## config.mk

```make
export PLATFORM = sky130hd
export DESIGN_NAME = mmio_uart
export DESIGN_NICKNAME = d
export VERILOG_FILES = /design/src/rtl/mmio_uart.sv
export SDC_FILE = /design/constraint.sdc
export NUM_CORES = 1
export LEC_CHECK = 0
export CAP_MARGIN = 5
export CORE_ASPECT_RATIO = 2
export CORE_MARGIN = 2
export CORE_UTILIZATION = 50
export CTS_CLUSTER_DIAMETER = 200
export DETAILED_ROUTE_END_ITERATION = 10
export PLACE_DENSITY = 0.86
export SETUP_SLACK_MARGIN = 0.3
export SYNTH_ARGS = -nofsm -noshare
export SYNTH_HDL_FRONTEND = slang
export SYNTH_SLANG_ARGS = --single-unit
```

## constraint.sdc

```tcl
create_clock -name clk -period 6 [get_ports clk]
set_clock_uncertainty 0.05 [all_clocks]
set_input_delay 1.8 -clock clk [delete_from_list [all_inputs] [get_ports clk]]
set_output_delay 1.8 -clock clk [all_outputs]
set_load 0.01 [all_outputs]
```

## src/rtl/mmio_uart.sv

```systemverilog
// rtl/mmio_uart.sv - MMIO UART: TX FIFO + serializer; RX path built when MMIO_UART_RX_EN is defined
module mmio_uart #(
  parameter logic [15:0] BAUDDIV_RST = 16'd868,
  parameter int          TX_DEPTH    = 4
) (
  input  logic        clk,
  input  logic        rst,
  input  logic [31:0] mmio_i_addr,
  input  logic [3:0]  mmio_i_wmask,
  input  logic [31:0] mmio_i_wdata,
  output logic [31:0] mmio_o_rdata,
  output logic        uart_o_tx,
  input  logic        uart_i_rx
);

  localparam int AW = (TX_DEPTH > 1) ? $clog2(TX_DEPTH) : 1;
  localparam int CW = AW + 1;
  localparam logic [CW-1:0] FIFO_FULL_CNT = CW'(TX_DEPTH);

  localparam logic [1:0] TX_IDLE  = 2'd0;
  localparam logic [1:0] TX_START = 2'd1;
  localparam logic [1:0] TX_DATA  = 2'd2;
  localparam logic [1:0] TX_STOP  = 2'd3;

  logic       reg_sel, wr_en, wr_tx, wr_rx, wr_div;
  logic [1:0] reg_idx;

  assign reg_sel = (mmio_i_addr[11:4] == 8'd0);
  assign reg_idx = mmio_i_addr[3:2];
  assign wr_en   = reg_sel && mmio_i_wmask[0];
  assign wr_tx   = wr_en && (reg_idx == 2'd0);
  assign wr_rx   = wr_en && (reg_idx == 2'd2);
  assign wr_div  = wr_en && (reg_idx == 2'd3);

  logic [15:0] div, eff_div;
  assign eff_div = (div < 16'd2) ? 16'd2 : div;

  always_ff @(posedge clk or posedge rst) begin
    if (rst) begin
      div <= BAUDDIV_RST;
    end else if (wr_div) begin
      div[7:0] <= mmio_i_wdata[7:0];
      if (mmio_i_wmask[1]) div[15:8] <= mmio_i_wdata[15:8];
    end
  end

  logic [7:0]    fifo_mem [TX_DEPTH];
  logic [AW-1:0] wr_ptr, rd_ptr;
  logic [CW-1:0] fifo_cnt;
  logic          fifo_empty, fifo_full, tx_push, tx_pop;

  assign fifo_empty = (fifo_cnt == '0);
  assign fifo_full  = (fifo_cnt == FIFO_FULL_CNT);
  // A push into a full FIFO still lands when the serializer pops in the same cycle
  assign tx_push    = wr_tx && (!fifo_full || tx_pop);

  always_ff @(posedge clk) begin
    if (tx_push) fifo_mem[wr_ptr] <= mmio_i_wdata[7:0];
  end

  always_ff @(posedge clk or posedge rst) begin
    if (rst) begin
      wr_ptr   <= '0;
      rd_ptr   <= '0;
      fifo_cnt <= '0;
    end else begin
      if (tx_push) wr_ptr <= wr_ptr + AW'(1);
      if (tx_pop)  rd_ptr <= rd_ptr + AW'(1);
      fifo_cnt <= fifo_cnt + CW'(tx_push) - CW'(tx_pop);
    end
  end

  logic [1:0]  tx_state;
  logic [15:0] tx_cnt, tx_div;
  logic [2:0]  tx_bit;
  logic [7:0]  tx_shift;
  logic        tx_bit_end, tx_idle;

  assign tx_bit_end = (tx_cnt == tx_div - 16'd1);
  assign tx_pop     = !fifo_empty && ((tx_state == TX_IDLE) || (tx_state == TX_STOP && tx_bit_end));
  assign tx_idle    = fifo_empty && (tx_state == TX_IDLE);

  always_ff @(posedge clk or posedge rst) begin
    if (rst) begin
      tx_state <= TX_IDLE;
      tx_cnt   <= '0;
      tx_div   <= 16'd2;
      tx_bit   <= '0;
      tx_shift <= '0;
    end else begin
      case (tx_state)
        TX_IDLE: begin
          if (tx_pop) begin
            tx_state <= TX_START;
            tx_cnt   <= '0;
            tx_div   <= eff_div;
            tx_shift <= fifo_mem[rd_ptr];
          end
        end
        TX_START: begin
          if (tx_bit_end) begin
            tx_state <= TX_DATA;
            tx_cnt   <= '0;
            tx_bit   <= '0;
          end else begin
            tx_cnt <= tx_cnt + 16'd1;
          end
        end
        TX_DATA: begin
          if (tx_bit_end) begin
            tx_cnt   <= '0;
            tx_shift <= tx_shift >> 1;
            tx_bit   <= tx_bit + 3'd1;
            if (tx_bit == 3'd7) tx_state <= TX_STOP;
          end else begin
            tx_cnt <= tx_cnt + 16'd1;
          end
        end
        default: begin
          if (tx_bit_end) begin
            tx_cnt <= '0;
            // Chain straight into the next frame so queued bytes leave no idle gap
            if (tx_pop) begin
              tx_state <= TX_START;
              tx_div   <= eff_div;
              tx_shift <= fifo_mem[rd_ptr];
            end else begin
              tx_state <= TX_IDLE;
            end
          end else begin
            tx_cnt <= tx_cnt + 16'd1;
          end
        end
      endcase
    end
  end

  always_comb begin
    uart_o_tx = 1'b1;
    case (tx_state)
      TX_START: uart_o_tx = 1'b0;
      TX_DATA:  uart_o_tx = tx_shift[0];
      default:  uart_o_tx = 1'b1;
    endcase
  end

  logic       rx_valid, rx_overrun, rx_frame_err;
  logic [7:0] rx_byte;

`ifdef MMIO_UART_RX_EN
  localparam logic [2:0] RX_IDLE  = 3'd0;
  localparam logic [2:0] RX_START = 3'd1;
  localparam logic [2:0] RX_DATA  = 3'd2;
  localparam logic [2:0] RX_STOP  = 3'd3;
  localparam logic [2:0] RX_WAIT  = 3'd4;

  logic [1:0]  rx_sync;
  logic        rx_s, rx_prev;
  logic [2:0]  rx_state, rx_bit;
  logic [15:0] rx_cnt, rx_div;
  logic [7:0]  rx_shift;
  logic        unused_rx;

  assign rx_s      = rx_sync[1];
  assign unused_rx = ^{mmio_i_wdata[31:16]};

  always_ff @(posedge clk or posedge rst) begin
    if (rst) begin
      rx_sync      <= 2'b11;
      rx_prev      <= 1'b1;
      rx_state     <= RX_IDLE;
      rx_bit       <= '0;
      rx_cnt       <= '0;
      rx_div       <= 16'd2;
      rx_shift     <= '0;
      rx_byte      <= '0;
      rx_valid     <= 1'b0;
      rx_overrun   <= 1'b0;
      rx_frame_err <= 1'b0;
    end else begin
      rx_sync <= {rx_sync[0], uart_i_rx};
      rx_prev <= rx_s;
      if (wr_rx) begin
        rx_valid     <= 1'b0;
        rx_overrun   <= 1'b0;
        rx_frame_err <= 1'b0;
      end
      case (rx_state)
        RX_IDLE: begin
          if (rx_prev && !rx_s) begin
            rx_state <= RX_START;
            rx_cnt   <= '0;
            rx_div   <= eff_div;
          end
        end
        RX_START: begin
          if (rx_cnt == (rx_div >> 1) - 16'd1) begin
            rx_cnt   <= '0;
            rx_bit   <= '0;
            rx_state <= rx_s ? RX_IDLE : RX_DATA;
          end else begin
            rx_cnt <= rx_cnt + 16'd1;
          end
        end
        RX_DATA: begin
          if (rx_cnt == rx_div - 16'd1) begin
            rx_cnt   <= '0;
            rx_shift <= {rx_s, rx_shift[7:1]};
            rx_bit   <= rx_bit + 3'd1;
            if (rx_bit == 3'd7) rx_state <= RX_STOP;
          end else begin
            rx_cnt <= rx_cnt + 16'd1;
          end
        end
        RX_STOP: begin
          if (rx_cnt == rx_div - 16'd1) begin
            rx_cnt <= '0;
            // Completion overrides a coincident clear: byte stays valid, overrun drops
            if (rx_s) begin
              rx_byte    <= rx_shift;
              rx_valid   <= 1'b1;
              rx_overrun <= wr_rx ? 1'b0 : (rx_overrun | rx_valid);
              rx_state   <= RX_IDLE;
            end else begin
              rx_frame_err <= 1'b1;
              rx_state     <= RX_WAIT;
            end
          end else begin
            rx_cnt <= rx_cnt + 16'd1;
          end
        end
        default: begin
          if (rx_s) rx_state <= RX_IDLE;
        end
      endcase
    end
  end
`else
  logic unused_rx;
  assign unused_rx    = ^{uart_i_rx, wr_rx, mmio_i_wdata[31:16]};
  assign rx_valid     = 1'b0;
  assign rx_overrun   = 1'b0;
  assign rx_frame_err = 1'b0;
  assign rx_byte      = 8'd0;
`endif

  logic unused_addr;
  assign unused_addr = ^{mmio_i_addr[31:12], mmio_i_addr[1:0]};

  always_comb begin
    mmio_o_rdata = 32'd0;
    if (reg_sel) begin
      case (reg_idx)
        2'd1:    mmio_o_rdata = {27'd0, rx_frame_err, rx_overrun, rx_valid, tx_idle, fifo_full};
        2'd2:    mmio_o_rdata = {24'd0, rx_byte};
        2'd3:    mmio_o_rdata = {16'd0, div};
        default: mmio_o_rdata = 32'd0;
      endcase
    end
  end

endmodule

```

==> impl_metrics.env, run 1 <==
export IMPL_outcome="complete, no violations"
export IMPL_path_buf_inv=3
export IMPL_synth_area_top_cells="dfrtp_1 (29%), edfxtp_1 (18%), mux2_2 (5.5%), mux2_4 (4.2%), mux4_2 (3.4%)"
export IMPL_ys_ff_latch=100
export IMPL_hold_viol_final=0
export IMPL_place_congestion=0.850
export IMPL_initial_core_util_pct=51.1
export IMPL_fmax_mhz=180
export IMPL_syn_avg_cell_area_um2=11.6
export IMPL_seq_area_frac_synth_pct=50.2
export IMPL_grt_max_degree=40
export IMPL_cp_required_ns=4.15
export IMPL_fp_coreArea_um2=10400
export IMPL_multi_input_area_um2=2450
export IMPL_crit_path_start_kind="primary input"
export IMPL_synth_xor_area_share_pct=3.95
export IMPL_period_share_pct=92.5
export IMPL_grt_pass1_vias=3864
export IMPL_synth_top_family_by_area="simple AND/OR/NAND/NOR gates"
export IMPL_fin_area_um2=6130
export IMPL_gr_usage_all_layers_pct=21.0
export IMPL_synth_compound_area_share_pct=8.30
export IMPL_cts_tree="built"
export IMPL_yosysTopAreaCellShare_pct=29.1
export IMPL_syn_to_final_growth_pct=15.2
export IMPL_cp_max_fo=16
export IMPL_max_slew_margin_pct=43.0
export IMPL_place_worst_setup_slack_ns=0.119
export IMPL_synth_common_cells="dfrtp_1 (62), nand2_1 (40), edfxtp_1 (32)"
export IMPL_synth_mux_area_share_pct=13.9
export IMPL_hold_class="reg -> reg"
export IMPL_htree_levels=3
export IMPL_placed_area_um2=5820
export IMPL_slew_violations=0
export IMPL_ir_drop_v=0.000323
export IMPL_dr_pass1_iters=5
export IMPL_grt_pass1_wl_um=18600
export IMPL_postSynthCellCount=459
export IMPL_totalWireLength_um=11400
export IMPL_overflow=0
export IMPL_boundaryPins=104
export IMPL_fin_setup_tns_ns=0
export IMPL_synth_flop_cell="dfrtp_1"
export IMPL_worstPathCellList="clkdlybuf4s50_1 > or4_4 > nor2_2 > and3_1 > buf_6 > and2_1 > dlygate4sd2_1"
export IMPL_numCtsBuffers=9
export IMPL_cap_violations=0
export IMPL_synthesis_area_um2=5320
export IMPL_end_kind="primary output"
export IMPL_dp_hpwl_um=8190
export IMPL_seq_area_um2=2670
export IMPL_cts_sinks=100
export IMPL_final_nets=586
export IMPL_p_per_area_nw_per_um2=379
export IMPL_path_clk_slew_ns=0.07
export IMPL_cts_hold_buf=0
export IMPL_diodes=0
export IMPL_num_vias=3685
export IMPL_drive_above_1_share_pct=16.8
export IMPL_worstSetupPathType="in -> out"
export IMPL_slowest_delay_ns=0.53
export IMPL_worst_pin_slew_ns=0.855
export IMPL_final_antenna_net_count=0
export IMPL_die_w_um=77.0
export IMPL_synth_warnings=0
export IMPL_dp_cells=627
export IMPL_rows=53
export IMPL_fillers=807
export IMPL_rsz0062_at_grt="false"
export IMPL_async_reset_ff_share_pct=68.0
export IMPL_wl_per_cell_um=17.8
export IMPL_synthAdderAreaFrac_pct=3.43
export IMPL_route_detailed_drc=0
export IMPL_setup_ws_ns=0.451
export IMPL_synth_edf_count=32
export IMPL_critPathTopFamily="simple AND/OR/NAND/NOR gates"
export IMPL_clkLatencyLatePin_ns=0.35
export IMPL_avgViaCountPerCell=5.73
export IMPL_die_h_um=150
export IMPL_setup_violations=0
export IMPL_cts_buffer_depth=2
export IMPL_clock_root_buffer="clkbuf_16"
export IMPL_fin_crit_ns=5.55
export IMPL_port_buffers=46
export IMPL_dieArea_um2=11500
export IMPL_drt_iter0_drc=229
export IMPL_p_leak_uw=0.00275
export IMPL_yosysTopAreaCell="dfrtp_1"
export IMPL_finalNonFillerCells=643
export IMPL_cp_arrival_ns=3.70
export IMPL_yosys_area_share_simple_pct=15.2
export IMPL_timing_hold_ws_ns=0.460
export IMPL_synth_distinct_cells=56
export IMPL_synth_most_common_cell="dfrtp_1"
export IMPL_crit_slowest_cell="or4_4"
export IMPL_antenna_found_initial=0
[metal layers]
metal	up-vias	GRT usage [%]	wire length [um]
li1	1711	-	-
met1	1822	20.8	4090
met2	115	40.0	6390
met3	37	3.38	417
met4	0	12.5	516
met5	-	0	0
[cell type report]
type	instances	area share [%]
clock buffers	9	3.67
flip-flops and latches	100	43.5
multi-input cells	325	39.9
inverters	17	1.04
repair buffers	48	7.53
well taps	137	2.79
clock inverters	7	1.53
[layout by cell type (no fill, tap or decap), types with 4 or more instances in the layout]
cell             count
nor4_1               6
dlygate4sd2_1       14
clkdlybuf4s50_1     32
mux4_2               8
conb_1              16
nand2_1             40
mux2_4              15
xnor2_1             16
nor2_1              20
or3_1                8
nand4_1              6
and2_1              19
nand2b_1             8
a21oi_1             17
and3_1              10
xor2_1               8
clkbuf_16            9
nor3_1              10
o21ai_0             17
ha_1                13
dfrtp_1             62
mux2_2              26
a31oi_1              8
mux2i_1              4
nand3_1             10
dfstp_2              6
edfxtp_1            32
inv_1               16
or4_1                5
[per-stage QoR]
| step | utilization, % | total power (uW) |
|---|---|---|
| after floorplan | - | 1550 |
| after detailed placement | 55.9 | 1710 |
| after global placement | 55.9 | 1670 |
| after global routing | 58.9 | 2450 |
| final | 58.9 | 2330 |
| after CTS | 58.9 | 2330 |
[kinds of logic (layout without fill, tap and decap cells)]
family | count (synthesis) | after routing
AO/OA/AOI/OAI | 64 | 64
XOR/XNOR | 24 | 24
adder cells (fa/ha/maj) | 14 | 14
buffers and inverters | 49 | 81
flip-flops | 100 | 100
multiplexers | 53 | 53
other | 1 | 16
AND/OR/NAND/NOR | 154 | 154
[what timing repair did]
item / 4_1_cts / 5_1_grt
endpoints found under the setup margin: 14 / 0
resized for setup: 17 / 0
setup buffers: 0 / 0
[worst paths after layout]
check,startpoint,endpoint,slack [ns],depth (start not counted)
setup / recovery,mmio_i_addr[8],mmio_o_rdata[8],0.45,7
hold / removal,tx_bit[0],tx_bit[0],0.46,1
setup reg to reg,tx_div[3],fifo_cnt[2],1.19,11
hold reg to reg,tx_bit[0],tx_bit[0],0.46,1
max in group asynchronous,rst,div[2],3.14,3
min in group asynchronous,rst,tx_shift[3],1.79,2
[power breakdown]
part,internal (uW),switching [uW]
sequential,794,111
clock,335,276
combinational,387,424
total,1520,811
[worst reg2reg max path, delay by kind of cell, from the launching register on]
family / cells / cell delay (ns)
AO/OA/AOI/OAI: 2 / 0.90
XOR/XNOR: 2 / 0.32
adder cells (fa/ha/maj): 2 / 0.58
flip-flops: 1 / 0.46
multiplexers: 1 / 0.37
AND/OR/NAND/NOR: 4 / 2.05
[flip-flops by register name, summed over array words and instances, names as in the netlist]
name / flops
div: 16
fifo_cnt: 3
tx_shift: 8
tx_bit: 3
tx_cnt: 16
rd_ptr: 2
tx_state: 2
tx_div: 16
fifo_mem: 32
wr_ptr: 2
No activity file was read; power rests on OpenSTA's default activity.
==> inputs of run 2 (changes only) <==
TNS_END_PERCENT = 10   (was default)
==> run 2 against run 1 <==
Compared with the run above: die area did not move; first-iteration DRC count rose by 14%; largest power group unchanged; sequential power is essentially flat; routed wire length shrank 0.14%; critical endpoint is now mmio_o_rdata[13]; critical path depth did not move; register-to-register slack worse by 0.03 ns; global-route usage hardly changed.
==> impl_metrics.env, run 2 (synthesis results as in run 1) <==
export IMPL_fin_setup_tns_ns=0
export IMPL_numCtsBuffers=9
export IMPL_boundaryPins=104
export IMPL_syn_to_final_growth_pct=15.4
export IMPL_p_per_area_nw_per_um2=379
export IMPL_dp_hpwl_um=8190
export IMPL_max_slew_margin_pct=43.0
export IMPL_port_buffers=46
export IMPL_drt_iter0_drc=260
export IMPL_cts_sinks=100
export IMPL_hold_viol_final=0
export IMPL_ir_drop_v=0.000322
export IMPL_cts_buffer_depth=2
export IMPL_worstSetupPathType="in -> out"
export IMPL_swShare_pct=34.9
export IMPL_setup_violations=0
export IMPL_p_comb_share_pct=34.9
export IMPL_wl_per_cell_um=17.7
export IMPL_die_h_um=150
export IMPL_worst_pin_slew_ns=0.855
export IMPL_initial_core_util_pct=51.1
export IMPL_antenna_found_initial=0
export IMPL_hold_class="reg -> reg"
export IMPL_largest_reg_flops=32
export IMPL_dr_pass1_iters=4
export IMPL_p_leak_uw=0.00270
export IMPL_crit_path_start_kind="primary input"
export IMPL_grt_pass1_vias=3855
export IMPL_cp_arrival_ns=4.02
export IMPL_seqPwrFrac_pct=38.9
export IMPL_largest_register="fifo_mem"
export IMPL_rows=53
export IMPL_finalNonFillerCells=643
export IMPL_route_detailed_drc=0
export IMPL_fp_coreArea_um2=10400
export IMPL_power_uw=2330
export IMPL_fmax_mhz=170
export IMPL_p_int_uw=1520
export IMPL_cts_tree="built"
export IMPL_avgViaCountPerCell=5.76
export IMPL_dp_cells=627
export IMPL_drive_above_1_share_pct=16.6
export IMPL_placed_area_um2=5820
export IMPL_slew_violations=0
export IMPL_final_antenna_net_count=0
export IMPL_gr_usage_all_layers_pct=20.9
export IMPL_clkPwrFrac_pct=26.2
export IMPL_hold_depth=1
export IMPL_totalWireLength_um=11400
export IMPL_timing_hold_ws_ns=0.460
export IMPL_cap_violations=0
export IMPL_rsz0062_at_grt="true"
export IMPL_grt_pass1_wl_um=18600
export IMPL_grt_max_degree=40
export IMPL_diodes=0
export IMPL_cp_max_fo=16
export IMPL_cts_hold_buf=0
export IMPL_num_vias=3706
export IMPL_layout_commonest_cell="dfrtp_1"
export IMPL_fin_area_um2=6140
export IMPL_die_w_um=77.0
export IMPL_place_congestion=0.850
export IMPL_outcome="complete, no violations"
export IMPL_htree_levels=3
export IMPL_path_clk_slew_ns=0.07
export IMPL_dieArea_um2=11500
export IMPL_r2r_cells=11
export IMPL_final_nets=586
export IMPL_p_sw_uw=811
export IMPL_cp_required_ns=4.15
export IMPL_period_share_pct=97.8
export IMPL_end_kind="primary output"
export IMPL_overflow=0
export IMPL_fin_crit_ns=5.87
export IMPL_mostFrequentLayoutCells="dfrtp_1 (62), clkdlybuf4s50_1 (44), nand2_1 (40)"
export IMPL_clkLatencyLatePin_ns=0.35
export IMPL_clock_root_buffer="clkbuf_16"
[run 2: final timing paths]
check / start / end / slack, ns
setup / recovery: mmio_i_addr[9] / mmio_o_rdata[13] / 0.13
hold / removal: tx_bit[0] / tx_bit[0] / 0.46
max in group asynchronous: rst / tx_div[1] / 3.14
setup reg to reg: tx_div[3] / fifo_cnt[2] / 1.16
hold reg to reg: tx_bit[0] / tx_bit[0] / 0.46
min in group asynchronous: rst / tx_shift[3] / 1.79
[run 2: layout make-up]
| class | instances | area, um^2 |
|---|---|---|
| multi-input cells | 325 | 2440 |
| inverters | 17 | 63.8 |
| clock inverters | 7 | 93.8 |
| flip-flops and latches | 100 | 2670 |
| fillers | 799 | 4270 |
| clock buffers | 9 | 225 |
| well taps | 137 | 171 |
| repair buffers | 48 | 477 |
[run 2: routing by layer]
metal | vias to the layer above | routed length (um) | GRT usage [%]
met2 | 121 | 6380 | 39.9
met1 | 1836 | 4100 | 20.8
met4 | 0 | 517 | 12.5
li1 | 1711 | - | -
met5 | - | 0 | 0
met3 | 38 | 406 | 3.38
[run 2: worst max-delay path: stages]
cell	delay (ns)
clkdlybuf4s50_1	0.41
or4_1	0.57
nor2_2	0.17
and3_1	0.18
buf_4	0.19
and2_1	0.15
clkdlybuf4s50_1	0.55
[run 2: per-stage QoR]
step	setup slack (ns)	util, %
2_1_floorplan	0.972	-
3_3_place_gp	0.235	55.9
3_5_place_dp	0.119	55.9
4_1_cts	0.137	59.0
5_1_grt	0.0733	59.0
6_report	0.134	59.0
[run 2: power by group through the flow]
stage | sequential, uW | combinational, uW | clock, uW
2_1_floorplan | 857 | 693 | 0
3_3_place_gp | 908 | 758 | 0
3_5_place_dp | 913 | 798 | 0
4_1_cts | 904 | 807 | 618
5_1_grt | 921 | 887 | 644
6_report | 904 | 812 | 610
[run 2: timing repair]
action / in CTS / in global routing
pin swaps: 0 / 0
endpoints found under the setup margin: 14 / 13
setup buffers: 0 / 0
resized for setup: 2 / 1
==> inputs of run 3 (changes only) <==
CORE_MARGIN = 4   (was 2)
GPL_TIMING_DRIVEN = 1   (was default)
clock period = 5.7 ns   (was 6 ns; I/O delays follow)
==> run 3 against run 2 <==
Compared with the run above: design area up 0.88%; clock power is 11% higher; register-to-register slack about the same; critical path depth up 1; routed wire length grew 7.9%; critical path type unchanged; largest cell class unchanged; largest power group unchanged.
==> impl_metrics.env, run 3 (synthesis results as in run 1) <==
export IMPL_outcome="complete, no violations"
export IMPL_port_buffers=46
export IMPL_path_clk_slew_ns=0.07
export IMPL_cp_max_fo=2
export IMPL_max_slew_margin_pct=39.2
export IMPL_fmax_mhz=178
export IMPL_dieArea_um2=12500
export IMPL_placed_area_um2=5840
export IMPL_die_h_um=154
export IMPL_fillers=788
export IMPL_cap_violations=0
export IMPL_r2r_cells=11
export IMPL_gr_usage_all_layers_pct=21.2
export IMPL_route_detailed_drc=0
export IMPL_worstPathCellList="clkdlybuf4s50_1 > or4_1 > nor2_2 > buf_4 > buf_4 > nand2_1 > nor2_1 > clkdlybuf4s50_1"
export IMPL_setup_violations=0
export IMPL_die_w_um=81.0
export IMPL_cts_tree="built"
export IMPL_dr_pass1_iters=7
export IMPL_grt_pass1_vias=4043
export IMPL_syn_to_final_growth_pct=16.5
export IMPL_fin_crit_ns=5.62
export IMPL_cts_buffer_depth=2
export IMPL_crit_cells=8
export IMPL_largest_reg_flops=32
export IMPL_cp_required_ns=3.94
export IMPL_largest_register="fifo_mem"
export IMPL_worstSetupPathType="in -> out"
export IMPL_end_kind="primary output"
export IMPL_timing_hold_ws_ns=0.458
export IMPL_diodes=0
export IMPL_rsz0062_at_grt="true"
export IMPL_p_leak_uw=0.00273
export IMPL_clkLatencyLatePin_ns=0.35
export IMPL_ir_drop_v=0.000336
export IMPL_boundaryPins=104
export IMPL_wl_per_cell_um=19.0
export IMPL_avgViaCountPerCell=5.90
export IMPL_drive_above_1_share_pct=17.3
export IMPL_hold_depth=1
export IMPL_mostFrequentLayoutCells="dfrtp_1 (62), clkdlybuf4s50_1 (44), nand2_1 (40)"
export IMPL_numCtsBuffers=9
export IMPL_slew_violations=0
export IMPL_rows=53
export IMPL_drt_iter0_drc=268
export IMPL_critPathTopFamily="buffers and inverters"
export IMPL_crit_slowest_cell="clkdlybuf4s50_1"
export IMPL_cp_arrival_ns=3.86
export IMPL_cts_hold_buf=0
export IMPL_layout_commonest_cell="dfrtp_1"
export IMPL_cts_sinks=100
export IMPL_grt_max_degree=42
export IMPL_num_vias=3814
export IMPL_slowest_delay_ns=0.57
export IMPL_clock_root_buffer="clkbuf_16"
export IMPL_hold_class="reg -> reg"
export IMPL_hold_viol_final=0
export IMPL_final_antenna_net_count=0
export IMPL_path_buf_inv=4
export IMPL_initial_core_util_pct=50.8
export IMPL_dp_hpwl_um=8770
export IMPL_fp_coreArea_um2=10500
export IMPL_power_uw=2500
export IMPL_crit_path_start_kind="primary input"
export IMPL_fin_area_um2=6200
export IMPL_final_nets=589
export IMPL_place_congestion=0.918
export IMPL_grt_pass1_wl_um=20200
export IMPL_worst_pin_slew_ns=0.910
export IMPL_period_share_pct=98.7
export IMPL_p_per_area_nw_per_um2=403
export IMPL_totalWireLength_um=12300
export IMPL_htree_levels=3
export IMPL_overflow=0
export IMPL_antenna_found_initial=0
## run 3: cell types whose count changed in the layout (fill, tap and decap cells not counted)
cell       previous run  this run
and3_1               10         9
and3_4                0         1
clkinv_8              1         0
inv_6                 1         0
buf_4                 2         4
bufinv_16             1         2
clkinv_4              1         2
buf_12                0         1
## run 3: layer usage
metal / global-route usage, % / part of all wire [%]
met5: 0 / 0
met2: 37.6 / 55
met1: 23.3 / 35
met4: 10.6 / 5.0
met3: 4.16 / 4.8
## run 3: timing repair
| action | CTS | global route |
|---|---|---|
| pin swaps | 1 | 1 |
| endpoints found under the setup margin | 14 | 16 |
| resized for setup | 3 | 1 |
| buffers inserted | 1 | 1 |
## run 3: path summary, 6_finish.rpt
| kind | to | slack, ns | start |
|---|---|---|---|
| setup / recovery | mmio_o_rdata[0] | 0.08 | mmio_i_addr[9] |
| hold / removal | tx_bit[0] | 0.46 | tx_bit[0] |
| setup reg to reg | fifo_cnt[2] | 1.16 | tx_div[3] |
| hold reg to reg | tx_bit[0] | 0.46 | tx_bit[0] |
| max in group asynchronous | tx_div[1] | 2.83 | rst |
| min in group asynchronous | tx_shift[3] | 1.83 | rst |
## run 3: layout make-up
cell class,count,area [um^2],share of cell area [%]
inverter,17,63.8,1.03
tap,137,171,2.77
clock buffer,9,225,3.63
sequential,100,2670,43.1
clock inverter,7,108,1.74
multi-input combinational,325,2450,39.5
timing repair buffer,51,512,8.26
## run 3: power breakdown
| group | total (uW) | switching (uW) | internal, uW | leakage (uW) |
|---|---|---|---|---|
| Sequential | 954 | 118 | 835 | 0.00117 |
| Clock | 679 | 287 | 392 | 0.000160 |
| Combinational | 867 | 454 | 414 | 0.00140 |
| Total | 2500 | 859 | 1640 | 0.00273 |
## run 3: stage by stage
stage | setup TNS, ns | setup slack [ns] | instances | util, %
final | 0 | 0.0755 | 646 | 59.2
after global routing | -0.0353 | -0.0345 | 646 | 59.2
after CTS | 0 | 0.140 | 645 | 59.1
after detailed placement | 0 | 0.0516 | 628 | 55.8
after global placement | 0 | 0.130 | 628 | 55.8
after floorplan | 0 | 0.852 | 474 | -
## run 3: worst register-to-register path: cells and delay by family, from the launching register on
family	cells	cell delay (ns)
xor gates and xnor gates	2	0.39
DFF	1	0.47
AOI/OAI and AO/OA	2	0.63
and+or+nand+nor	4	1.98
muxes	1	0.37
adders and majority gates	2	0.57
